## src/rtl/rtc_bus_scheduler_if.sv

```systemverilog
// -----------------------------------------------------------------------------
// rtc_bus_scheduler_if
// Handshake bundle between the RTC bus scheduler, the main control FSM
// (wr_req / rd_req and their acks) and the write/read machines
// (escribe / lee starts and their t_esc / t_lect completion strobes).
//
// Signals:
//   wr_req, rd_req      user requests (level, held until the matching ack)
//   t_esc, t_lect       write / read machine completion pulses
//   escribe, lee        write / read transaction active (level)
//   wr_ack, rd_ack      one-cycle user completion pulses
//   refresh_done        one-cycle pulse when a periodic refresh read finishes
//   busy                scheduler is not idle
//   src[1:0]            owner of current/last transaction (00/01/10/11)
//   timeout_err         one-cycle pulse on watchdog abort
//
// Modports:
//   master  - the scheduler itself (drives starts, acks and status)
//   slave   - the surrounding logic (drives requests and strobes)
// -----------------------------------------------------------------------------
interface rtc_bus_scheduler_if;
    logic       wr_req;
    logic       rd_req;
    logic       t_esc;
    logic       t_lect;
    logic       escribe;
    logic       lee;
    logic       wr_ack;
    logic       rd_ack;
    logic       refresh_done;
    logic       busy;
    logic [1:0] src;
    logic       timeout_err;

    modport master (
        input  wr_req, rd_req, t_esc, t_lect,
        output escribe, lee, wr_ack, rd_ack, refresh_done, busy, src, timeout_err
    );

    modport slave (
        output wr_req, rd_req, t_esc, t_lect,
        input  escribe, lee, wr_ack, rd_ack, refresh_done, busy, src, timeout_err
    );
endinterface

```

## src/rtl/rtc_bus_scheduler.sv

```systemverilog
// -----------------------------------------------------------------------------
// rtc_bus_scheduler
// Sequences every access to the shared multiplexed RTC bus. Arbitrates between
// a user write, a user read and an internal periodic refresh read, starts the
// write machine (escribe) or read machine (lee), waits for its completion
// strobe, then holds the bus idle for a guard gap before the next grant.
//
// Ports:
//   clk    system clock
//   reset  synchronous, active-high reset
//   bus    rtc_bus_scheduler_if.master (requests, strobes, starts, acks, status)
//
// Parameters:
//   REFRESH_CYCLES  cycles between periodic refresh requests (>= 2)
//   GAP_CYCLES      idle guard cycles after each transaction (0 allowed)
//   TIMEOUT_CYCLES  per-transaction watchdog limit
//
// Build option:
//   SCHED_TIMEOUT_EN  when defined, a watchdog aborts a transaction whose
//                     completion strobe never arrives and pulses timeout_err
//                     together with the normal ack. When undefined the block
//                     waits indefinitely and timeout_err is tied low.
// -----------------------------------------------------------------------------
module rtc_bus_scheduler #(
    parameter int REFRESH_CYCLES = 1000000,
    parameter int GAP_CYCLES     = 4,
    parameter int TIMEOUT_CYCLES = 4096
) (
    input  logic                 clk,
    input  logic                 reset,
    rtc_bus_scheduler_if.master  bus
);

    localparam logic [1:0] S_IDLE  = 2'd0;
    localparam logic [1:0] S_WRITE = 2'd1;
    localparam logic [1:0] S_READ  = 2'd2;
    localparam logic [1:0] S_GAP   = 2'd3;

    localparam logic [1:0] SRC_NONE    = 2'b00;
    localparam logic [1:0] SRC_WRITE   = 2'b01;
    localparam logic [1:0] SRC_READ    = 2'b10;
    localparam logic [1:0] SRC_REFRESH = 2'b11;

    localparam int RC_W  = $clog2(REFRESH_CYCLES);
    localparam int GAP_W = (GAP_CYCLES > 1) ? $clog2(GAP_CYCLES) : 1;

    localparam logic [RC_W-1:0]  RC_LAST  = RC_W'(REFRESH_CYCLES - 1);
    localparam logic [GAP_W-1:0] GAP_LAST = GAP_W'((GAP_CYCLES > 0) ? (GAP_CYCLES - 1) : 0);

    // With a zero-length gap a finished transaction returns straight to IDLE.
    localparam logic [1:0] S_AFTER_XFER = (GAP_CYCLES == 0) ? S_IDLE : S_GAP;

    logic [1:0]       state_q, state_d;
    logic [1:0]       src_q, src_d;
    logic [RC_W-1:0]  refresh_cnt_q, refresh_cnt_d;
    logic [GAP_W-1:0] gap_cnt_q, gap_cnt_d;
    logic             refresh_pend_q, refresh_pend_d;
    logic             last_user_q, last_user_d;
    logic             escribe_q, escribe_d;
    logic             lee_q, lee_d;
    logic             wr_ack_q, wr_ack_d;
    logic             rd_ack_q, rd_ack_d;
    logic             refresh_done_q, refresh_done_d;
    logic             busy_q, busy_d;
    logic             timeout_err_d;

    logic             refresh_tick_s;
    logic             grant_refresh_s;
    logic             wd_expire_s;

    // Free-running refresh interval counter; terminal count raises a tick.
    always_comb begin
        refresh_tick_s = (refresh_cnt_q == RC_LAST);
        if (refresh_tick_s) begin
            refresh_cnt_d = {RC_W{1'b0}};
        end else begin
            refresh_cnt_d = refresh_cnt_q + {{(RC_W-1){1'b0}}, 1'b1};
        end
    end

    // Arbitration, transaction sequencing and completion pulses.
    always_comb begin
        state_d         = state_q;
        src_d           = src_q;
        last_user_d     = last_user_q;
        gap_cnt_d       = gap_cnt_q;
        wr_ack_d        = 1'b0;
        rd_ack_d        = 1'b0;
        refresh_done_d  = 1'b0;
        timeout_err_d   = 1'b0;
        grant_refresh_s = 1'b0;

        case (state_q)
            S_IDLE: begin
                // A pending refresh beats users if the previous grant went to
                // a user, so a steady user stream cannot starve refresh.
                if (refresh_pend_q && last_user_q) begin
                    state_d         = S_READ;
                    src_d           = SRC_REFRESH;
                    last_user_d     = 1'b0;
                    grant_refresh_s = 1'b1;
                end else if (bus.wr_req) begin
                    state_d     = S_WRITE;
                    src_d       = SRC_WRITE;
                    last_user_d = 1'b1;
                end else if (bus.rd_req) begin
                    state_d     = S_READ;
                    src_d       = SRC_READ;
                    last_user_d = 1'b1;
                end else if (refresh_pend_q) begin
                    state_d         = S_READ;
                    src_d           = SRC_REFRESH;
                    last_user_d     = 1'b0;
                    grant_refresh_s = 1'b1;
                end else begin
                    state_d = S_IDLE;
                end
            end
            S_WRITE: begin
                // Only t_esc counts here; a stray t_lect is ignored.
                if (bus.t_esc) begin
                    state_d   = S_AFTER_XFER;
                    gap_cnt_d = {GAP_W{1'b0}};
                    wr_ack_d  = 1'b1;
                end else if (wd_expire_s) begin
                    state_d       = S_AFTER_XFER;
                    gap_cnt_d     = {GAP_W{1'b0}};
                    wr_ack_d      = 1'b1;
                    timeout_err_d = 1'b1;
                end else begin
                    state_d = S_WRITE;
                end
            end
            S_READ: begin
                // Only t_lect counts here; the ack follows the owner.
                if (bus.t_lect || wd_expire_s) begin
                    state_d        = S_AFTER_XFER;
                    gap_cnt_d      = {GAP_W{1'b0}};
                    rd_ack_d       = (src_q == SRC_READ);
                    refresh_done_d = (src_q == SRC_REFRESH);
                    timeout_err_d  = ~bus.t_lect;
                end else begin
                    state_d = S_READ;
                end
            end
            S_GAP: begin
                if (gap_cnt_q == GAP_LAST) begin
                    state_d = S_IDLE;
                end else begin
                    gap_cnt_d = gap_cnt_q + {{(GAP_W-1){1'b0}}, 1'b1};
                end
            end
            default: begin
                state_d = S_IDLE;
            end
        endcase
    end

    // Refresh pending flag: a single-deep request, a tick while pending is lost.
    always_comb begin
        if (refresh_tick_s) begin
            refresh_pend_d = 1'b1;
        end else if (grant_refresh_s) begin
            refresh_pend_d = 1'b0;
        end else begin
            refresh_pend_d = refresh_pend_q;
        end
    end

    // Level outputs follow the next state so they rise on the grant edge.
    always_comb begin
        escribe_d = (state_d == S_WRITE);
        lee_d     = (state_d == S_READ);
        busy_d    = (state_d != S_IDLE);
    end

    // State and output registers.
    always_ff @(posedge clk) begin
        if (reset) begin
            state_q        <= S_IDLE;
            src_q          <= SRC_NONE;
            refresh_cnt_q  <= {RC_W{1'b0}};
            gap_cnt_q      <= {GAP_W{1'b0}};
            refresh_pend_q <= 1'b0;
            last_user_q    <= 1'b0;
            escribe_q      <= 1'b0;
            lee_q          <= 1'b0;
            wr_ack_q       <= 1'b0;
            rd_ack_q       <= 1'b0;
            refresh_done_q <= 1'b0;
            busy_q         <= 1'b0;
        end else begin
            state_q        <= state_d;
            src_q          <= src_d;
            refresh_cnt_q  <= refresh_cnt_d;
            gap_cnt_q      <= gap_cnt_d;
            refresh_pend_q <= refresh_pend_d;
            last_user_q    <= last_user_d;
            escribe_q      <= escribe_d;
            lee_q          <= lee_d;
            wr_ack_q       <= wr_ack_d;
            rd_ack_q       <= rd_ack_d;
            refresh_done_q <= refresh_done_d;
            busy_q         <= busy_d;
        end
    end

`ifdef SCHED_TIMEOUT_EN
    localparam int WD_W = (TIMEOUT_CYCLES > 1) ? $clog2(TIMEOUT_CYCLES) : 1;
    localparam logic [WD_W-1:0] WD_LAST = WD_W'(TIMEOUT_CYCLES - 1);

    logic [WD_W-1:0] wd_cnt_q, wd_cnt_d;
    logic            timeout_err_q;

    // Watchdog: counts cycles spent in WRITE/READ, cleared whenever idle so
    // each grant starts from zero.
    always_comb begin
        if ((state_q == S_WRITE) || (state_q == S_READ)) begin
            wd_expire_s = (wd_cnt_q == WD_LAST);
            wd_cnt_d    = wd_cnt_q + {{(WD_W-1){1'b0}}, 1'b1};
        end else begin
            wd_expire_s = 1'b0;
            wd_cnt_d    = {WD_W{1'b0}};
        end
    end

    // Watchdog counter and timeout pulse registers.
    always_ff @(posedge clk) begin
        if (reset) begin
            wd_cnt_q      <= {WD_W{1'b0}};
            timeout_err_q <= 1'b0;
        end else begin
            wd_cnt_q      <= wd_cnt_d;
            timeout_err_q <= timeout_err_d;
        end
    end

    assign bus.timeout_err = timeout_err_q;
`else
    logic unused_timeout_s;

    assign wd_expire_s      = 1'b0;
    assign unused_timeout_s = timeout_err_d | (TIMEOUT_CYCLES == 0);
    assign bus.timeout_err  = 1'b0;
`endif

    assign bus.escribe      = escribe_q;
    assign bus.lee          = lee_q;
    assign bus.wr_ack       = wr_ack_q;
    assign bus.rd_ack       = rd_ack_q;
    assign bus.refresh_done = refresh_done_q;
    assign bus.busy         = busy_q;
    assign bus.src          = src_q;

endmodule
```

## src/flat_wrapper.sv

```systemverilog
// flat-port wrapper written by rule: the top's interface ports become plain ports
module rtc_bus_scheduler_flat 
#(
    parameter int REFRESH_CYCLES = 1000000,
    parameter int GAP_CYCLES     = 4,
    parameter int TIMEOUT_CYCLES = 4096
)
  (clk, reset, bus_wr_req, bus_rd_req, bus_t_esc, bus_t_lect, bus_escribe, bus_lee, bus_wr_ack, bus_rd_ack, bus_refresh_done, bus_busy, bus_src, bus_timeout_err);
  rtc_bus_scheduler_if bus_i ();
  input  logic clk;
  input  logic reset;
  input wire logic [$bits(bus_i.wr_req)-1:0] bus_wr_req;
  input wire logic [$bits(bus_i.rd_req)-1:0] bus_rd_req;
  input wire logic [$bits(bus_i.t_esc)-1:0] bus_t_esc;
  input wire logic [$bits(bus_i.t_lect)-1:0] bus_t_lect;
  output wire logic [$bits(bus_i.escribe)-1:0] bus_escribe;
  output wire logic [$bits(bus_i.lee)-1:0] bus_lee;
  output wire logic [$bits(bus_i.wr_ack)-1:0] bus_wr_ack;
  output wire logic [$bits(bus_i.rd_ack)-1:0] bus_rd_ack;
  output wire logic [$bits(bus_i.refresh_done)-1:0] bus_refresh_done;
  output wire logic [$bits(bus_i.busy)-1:0] bus_busy;
  output wire logic [$bits(bus_i.src)-1:0] bus_src;
  output wire logic [$bits(bus_i.timeout_err)-1:0] bus_timeout_err;
  assign bus_i.wr_req = bus_wr_req;
  assign bus_i.rd_req = bus_rd_req;
  assign bus_i.t_esc = bus_t_esc;
  assign bus_i.t_lect = bus_t_lect;
  assign bus_escribe = bus_i.escribe;
  assign bus_lee = bus_i.lee;
  assign bus_wr_ack = bus_i.wr_ack;
  assign bus_rd_ack = bus_i.rd_ack;
  assign bus_refresh_done = bus_i.refresh_done;
  assign bus_busy = bus_i.busy;
  assign bus_src = bus_i.src;
  assign bus_timeout_err = bus_i.timeout_err;
  rtc_bus_scheduler #(.REFRESH_CYCLES(REFRESH_CYCLES), .GAP_CYCLES(GAP_CYCLES), .TIMEOUT_CYCLES(TIMEOUT_CYCLES)) u_core (.clk(clk), .reset(reset), .bus(bus_i));
endmodule
```

## config.mk

```make
export PLATFORM = sky130hd
export DESIGN_NAME = rtc_bus_scheduler_flat
export DESIGN_NICKNAME = d
export VERILOG_FILES = /design/src/rtl/rtc_bus_scheduler_if.sv /design/src/rtl/rtc_bus_scheduler.sv /design/src/flat_wrapper.sv
export SDC_FILE = /design/constraint.sdc
export NUM_CORES = 1
export LEC_CHECK = 0
export ABC_AREA = 1
export BUFFER_PORTS_ARGS = -buffer_cell sky130_fd_sc_hd__buf_2
export CAP_MARGIN = 0
export CORE_AREA = 3 3 63 54
export DETAILED_ROUTE_END_ITERATION = 8
export DIE_AREA = 0 0 66 57
export PLACE_DENSITY_LB_ADDON = 0.08
export SYNTH_ARGS = -nofsm -noshare
export SYNTH_HDL_FRONTEND = slang
export SYNTH_SLANG_ARGS = --single-unit
```

## constraint.sdc

```tcl
create_clock -name clk -period 3.4 [get_ports clk]
set_input_delay 0.17 -clock clk [delete_from_list [all_inputs] [get_ports clk]]
set_output_delay 0.17 -clock clk [all_outputs]
set_load 0.01 [all_outputs]
```

== Yosys cells after proc, flatten, opt, wreduce, memory -nomap -nowiden ==
Cells that the tools add are included.
Word-level totals
  flip-flop bits (word level): 34
  input bits: 6
Cells by class
  add/sub/neg operators: 2
  equal/unequal tests: 12
  muxes and demuxes: 28
  bitwise gates (word level): 3
  reduce and logical (&&, ||, !) cells: 11
Operators by type and width (number)
  2-bit 2-to-1 mux: 13
  20-bit by 1-bit adder with 20-bit output, second input constant: 1
  20-bit equality test, second input constant: 1
  1-bit 2-to-1 mux: 13
  2-bit equality test, second input constant: 6
  2-bit one-hot mux with 4 select lines: 1
  2-bit inequality test, second input constant: 3
  2-bit one-hot mux with 3 select lines: 1
  2-bit by 1-bit equality test with 1-bit output, second input constant: 2
  4-bit AND reduction: 1
  2-bit nonzero test: 2
  4-bit nonzero test: 1
  2-bit OR reduction: 2
  1-bit inverter: 3
  3-bit nonzero test: 1
  3-bit OR reduction: 1
  2-bit by 1-bit adder with 2-bit output, second input constant: 1
  2-bit zero test: 1
  2-bit AND reduction: 1
  1-bit logical AND: 1

== Logic depth before layout (Yosys ltp) ==
  word-level depth: 7
  depth in mapped cells: 9
  mapped depth without buffers: 9

== Worst setup path before layout ==
OpenSTA, ideal clock, no wires.
  path kind: reg-to-reg
  from: register u_core.state_q[0]
  to: register u_core.gap_cnt_q[0]
  data arrival time: 1.189 ns
  data required time: 3.287 ns
  slack: 2.099 ns
  stages on the path, launching flop included: 10
  path buffers: 0
  period minus slack after synthesis: 1.301 ns
  path through: dfxtp_1 > inv_1 > ha_1 > inv_1 > o21ai_0 > inv_1 > nor2_1 > nand2_1 > nand2_1 > nor2_1
On the way
  word-level cells in the longest chain between the ends: 3
Ends and longest elaborated chain
  start, declared: RTL line rtc_bus_scheduler.sv:53  | logic [1:0] state_q, state_d;
  start signal, assigned: RTL line rtc_bus_scheduler.sv:193  | state_q <= state_d;
  2-bit equality test / 2-bit by 1-bit equality test with 1-bit output (equally long branches): RTL line rtc_bus_scheduler.sv:93  | case (state_q)
  2-bit inequality test (no line) / 3-bit nonzero test (equally long branches)
  4-bit AND reduction (no line)
  end signal, assigned: RTL line rtc_bus_scheduler.sv:183  | gap_cnt_q <= {GAP_W{1'b0}};
  end signal, assigned: RTL line rtc_bus_scheduler.sv:196  | gap_cnt_q <= gap_cnt_d;
  end, declared: RTL line rtc_bus_scheduler.sv:56  | logic [GAP_W-1:0] gap_cnt_q, gap_cnt_d;
Parallel ways exist; a longest one is shown, timed or not.
A chain may end at the register's enable or synchronous reset.

== Final worst setup path ==
  from: register u_core.refresh_cnt_q[0]
  to: register u_core.refresh_cnt_q[19]
On the way
  word-level cells in the longest chain between the ends: 2
Ends and longest elaborated chain
  start, declared: RTL line rtc_bus_scheduler.sv:55  | logic [RC_W-1:0] refresh_cnt_q, refresh_cnt_d;
  start signal, assigned: RTL line rtc_bus_scheduler.sv:182  | refresh_cnt_q <= {RC_W{1'b0}};
  start signal, assigned: RTL line rtc_bus_scheduler.sv:195  | refresh_cnt_q <= refresh_cnt_d;
  branches (longest 2 deep; another with 20-bit by 1-bit adder with 20-bit output)
Several ways; the timed one is not identified.

==> metrics.txt <==
# TYPE chip_impl_metric gauge
chip_impl_metric{name="clk_transition_reported_paths",unit="ps"} 110
chip_impl_info{name="setup.worst_path.start_class",value="register"} 1
chip_impl_metric{name="cp.arrival",unit="ps"} 1940
chip_impl_info{name="run_status",value="finished clean"} 1
chip_impl_metric{name="first_global_vias",unit=""} 1279
chip_impl_metric{name="critical_path_peak_fanout",unit=""} 20
chip_impl_metric{name="die_x",unit="µm"} 66
chip_impl_metric{name="post_cts_buffers",unit=""} 0
chip_impl_metric{name="cts_resized",unit=""} 0
chip_impl_metric{name="die_h",unit="µm"} 57
chip_impl_metric{name="grt_start_max_net_pins",unit=""} 21
chip_impl_metric{name="dieArea",unit="µm²"} 3760
chip_impl_info{name="hold_path_end",value="u_core.bus.src[1]"} 1
chip_impl_metric{name="syn2layout_area_growth",unit="%"} 8.96
chip_impl_metric{name="drt-wirelength-per-cell",unit="µm"} 10.0
chip_impl_metric{name="slew-limit-headroom",unit=""} 0.545
chip_impl_info{name="slowest_stage",value="sky130_fd_sc_hd__nand2_1"} 1
chip_impl_metric{name="critical_path_required",unit="ps"} 3580
chip_impl_metric{name="post_synth_inst_count",unit=""} 247
chip_impl_metric{name="final_core_util",unit=""} 0.682
chip_impl_metric{name="ioPinCount",unit=""} 15
chip_impl_metric{name="remaining_global_route_overflow",unit=""} 0
chip_impl_metric{name="drc",unit=""} 0
chip_impl_info{name="r2r_end",value="u_core.refresh_cnt_q[19]"} 1
chip_impl_info{name="postSynth.topFlopCell",value="sky130_fd_sc_hd__dfxtp_1"} 1
chip_impl_metric{name="grtUsageTotal",unit=""} 0.183
chip_impl_info{name="cp_common_cell",value="sky130_fd_sc_hd__nand3_1"} 1
chip_impl_metric{name="yosys_register_bits",unit=""} 34
chip_impl_metric{name="h-tree-depth",unit=""} 2
chip_impl_info{name="r2r-start",value="u_core.refresh_cnt_q[0]"} 1
chip_impl_metric{name="final_nets",unit=""} 276
chip_impl_metric{name="path_depth_of_the_worst_reg2reg_path",unit=""} 6
chip_impl_metric{name="drt_first_iter_violations",unit=""} 58
chip_impl_metric{name="vias_per_cell",unit=""} 4.82
chip_impl_metric{name="drv_cap",unit=""} 0
chip_impl_info{name="rsz_0062_raised_after_global_routing",value="no"} 1
chip_impl_info{name="category_of_the_critical_setup_timing_path",value="register to register"} 1
chip_impl_metric{name="syn_area",unit="µm²"} 1720
chip_impl_metric{name="setup_viol",unit=""} 0
chip_impl_metric{name="routed_wirelength",unit="µm"} 3030
chip_impl_metric{name="ys.warnings.count",unit=""} 0
chip_impl_metric{name="postSynth.asyncResetShare",unit=""} 0
chip_impl_metric{name="worst_slew_pin_slew",unit="ps"} 680
chip_impl_metric{name="report.final.hold_viol_count",unit=""} 0
chip_impl_metric{name="slew_violations",unit=""} 0
chip_impl_metric{name="tritoncts_num_sinks",unit=""} 34
chip_impl_metric{name="max-clock-path-buffers",unit=""} 2
chip_impl_metric{name="dr.pass1.iters",unit=""} 4
chip_impl_metric{name="setup_tns_final",unit="ps"} 0
chip_impl_info{name="type_of_the_most_critical_hold_path",value="primary input to register"} 1
chip_impl_metric{name="globalplace.congestion",unit=""} 0.875
chip_impl_metric{name="syn_avg_cell_area",unit="µm²"} 6.96
chip_impl_metric{name="dp.final_hpwl",unit="µm"} 2360
chip_impl_metric{name="std_cell_rows",unit=""} 17
chip_impl_metric{name="setup.reg_to_reg.worst_slack",unit="ps"} 1640
chip_impl_metric{name="p_per_area",unit="nW/µm²"} 396
chip_impl_info{name="cts-root-buf",value="sky130_fd_sc_hd__clkbuf_4"} 1
chip_impl_metric{name="floorplan.initialDensity",unit=""} 0.626
chip_impl_metric{name="timing.final.ws_setup",unit="ps"} 1640
chip_impl_metric{name="floorplan.core_area",unit="µm²"} 2740
chip_impl_metric{name="maxClockFrequency",unit="MHz"} 570
chip_impl_info{name="holdCritStartpoint",value="reset"} 1
chip_impl_metric{name="layout-drive-gt1-share",unit=""} 0.125
chip_impl_metric{name="worst_skew_pair.late_latency",unit="ps"} 330
chip_impl_metric{name="antennaDiodeCount",unit=""} 0
chip_impl_metric{name="synth.lib_cells_used.distinct",unit=""} 26
chip_impl_metric{name="finalWorstPathRequiredPeriod",unit="ps"} 1760
chip_impl_metric{name="preCtsSetupSlack",unit="ps"} 1660
chip_impl_metric{name="post-route-period-util",unit=""} 0.516
chip_impl_metric{name="clock-skew-final",unit="ps"} 8.81
chip_impl_metric{name="synth_edf_count",unit=""} 0
chip_impl_metric{name="cp_slowest_stage_delay",unit="ps"} 510
chip_impl_info{name="tritoncts",value="done"} 1
chip_impl_metric{name="holdPathStages",unit=""} 2
chip_impl_metric{name="peak_supply_drop",unit="V"} 0.000389
chip_impl_info{name="worst_path_cell_trace",value="ha_1, nand3_1, nor2_1, nand3_1, nand2_1, a21oi_1"} 1
chip_impl_metric{name="antenna_violations_before_repair",unit=""} 0
chip_impl_metric{name="synth-seq-area-share",unit=""} 0.396
chip_impl_metric{name="drt.antenna.violating_nets",unit=""} 0
chip_impl_metric{name="synthesis.nets",unit=""} 259
chip_impl_metric{name="io_buffers",unit=""} 13
chip_impl_info{name="setup.worst_path.end_class",value="register"} 1
chip_impl_metric{name="wire_length_of_the_first_global_routing_pass",unit="µm"} 5450
chip_impl_metric{name="p_leak",unit="nW"} 0.780
chip_impl_metric{name="cts-buffers-inserted",unit=""} 5
chip_impl_metric{name="num_vias",unit=""} 1460
chip_impl_metric{name="hold_buffers",unit=""} 0
-- cell families (layout without fill, tap and decap cells) --
family	Yosys count	in the layout	share of synthesized area
AO/OA/AOI/OAI	25	25	0.0765
XOR/XNOR	7	7	0.0357
adder cells (fa/ha/maj)	6	6	0.0437
buffers and inverters	36	54	0.0852
flip-flops	34	34	0.396
other	1	1	0.00218
AND/OR/NAND/NOR	138	138	0.361
-- cells in the final DEF, fill, tap and decap left out, drive strengths merged --
cell / count
nor3: 2
nor3b: 1
clkinv: 1
or2: 1
nand4: 5
dfxtp: 34
nand3b: 1
nand3: 12
clkbuf: 6
o21bai: 1
ha: 6
conb: 1
o31ai: 1
xnor2: 5
o22ai: 1
xor2: 2
nor2: 53
inv: 33
o21ai: 8
clkinvlp: 1
a21oi: 14
nand2: 63
buf: 13
-- worst max-delay path: cells and delay by family, from the launching register on --
kind            cells  cell delay [ps]
compound gates      1               90
fa+ha+maj           1              210
flops               1              370
simple gates        4              940
-- metrics by stage --
step	hold slack [ps]	cell area, µm²	cells	power, mW
6_report	56.1	1870	303	0.741
5_1_grt	39.0	1870	303	0.786
4_1_cts	45.1	1870	303	0.751
3_5_place_dp	408	1810	295	0.519
3_3_place_gp	403	1810	295	0.517
2_1_floorplan	239	1720	247	0.496
-- layer usage --
metal	up-vias	GRT usage	share of wire
li1	802	-	-
met1	638	0.271	0.57
met2	15	0.250	0.39
met3	5	0.0531	0.029
met4	0	0.0667	0.014
met5	-	0	0
-- where the power goes --
part           internal (mW)  switching [mW]  leakage, nW
Combinational         0.0299          0.0521        0.469
Clock                 0.0994           0.132       0.0343
Sequential             0.417          0.0109        0.277
-- worst max path at each step --
| stage | start | endpoint | slack (ps) | depth (start not counted) |
|---|---|---|---|---|
| after floorplan | u_core.state_q[0] | u_core.gap_cnt_q[0] | 2100 | 9 |
| after global placement | u_core.refresh_cnt_q[0] | u_core.refresh_cnt_q[16] | 1730 | 6 |
| after detailed placement | u_core.refresh_cnt_q[0] | u_core.refresh_cnt_q[19] | 1660 | 6 |
| after CTS | u_core.refresh_cnt_q[0] | u_core.refresh_cnt_q[19] | 1640 | 6 |
| after global routing | u_core.refresh_cnt_q[0] | u_core.refresh_cnt_q[13] | 1410 | 6 |
| final | u_core.refresh_cnt_q[0] | u_core.refresh_cnt_q[19] | 1640 | 6 |
-- registers in the layout, indices dropped and copies added (netlist names) --
name	flops
u_core.refresh_cnt_q	20
u_core.bus.src	2
u_core.gap_cnt_q	2
u_core.state_q	2
u_core.bus.busy	1
u_core.bus.escribe	1
u_core.bus.lee	1
u_core.bus.rd_ack	1
u_core.bus.refresh_done	1
u_core.bus.wr_ack	1
u_core.last_user_q	1
u_core.refresh_pend_q	1
-- synth_stat cells, types with 2 or more instances --
| library cell | instances | area [µm²] |
|---|---|---|
| sky130_fd_sc_hd__nor2_4 | 3 | 33.8 |
| sky130_fd_sc_hd__nand2_1 | 60 | 225 |
| sky130_fd_sc_hd__nor2_2 | 4 | 25.0 |
| sky130_fd_sc_hd__nand3_1 | 12 | 60.1 |
| sky130_fd_sc_hd__o21ai_0 | 8 | 40.0 |
| sky130_fd_sc_hd__nand4_1 | 5 | 31.3 |
| sky130_fd_sc_hd__dfxtp_1 | 34 | 681 |
| sky130_fd_sc_hd__a21oi_1 | 14 | 70.1 |
| sky130_fd_sc_hd__xor2_1 | 2 | 17.5 |
| sky130_fd_sc_hd__xnor2_1 | 5 | 43.8 |
| sky130_fd_sc_hd__nor2_1 | 45 | 169 |
| sky130_fd_sc_hd__nor3_1 | 2 | 10.0 |
| sky130_fd_sc_hd__buf_4 | 3 | 22.5 |
| sky130_fd_sc_hd__inv_1 | 32 | 120 |
| sky130_fd_sc_hd__ha_1 | 6 | 75.1 |
| sky130_fd_sc_hd__nand2_2 | 2 | 12.5 |
-- final cells by class --
| class | instances | area [µm²] |
|---|---|---|
| clock buffers | 6 | 51.3 |
| fillers | 258 | 872 |
| well taps | 38 | 47.5 |
| inverters | 33 | 124 |
| flip-flops and latches | 34 | 681 |
| repair buffers | 13 | 65.1 |
| multi-input cells | 177 | 891 |
| clock inverters | 2 | 12.5 |
Note: power is estimated with default switching activity, not from simulation.
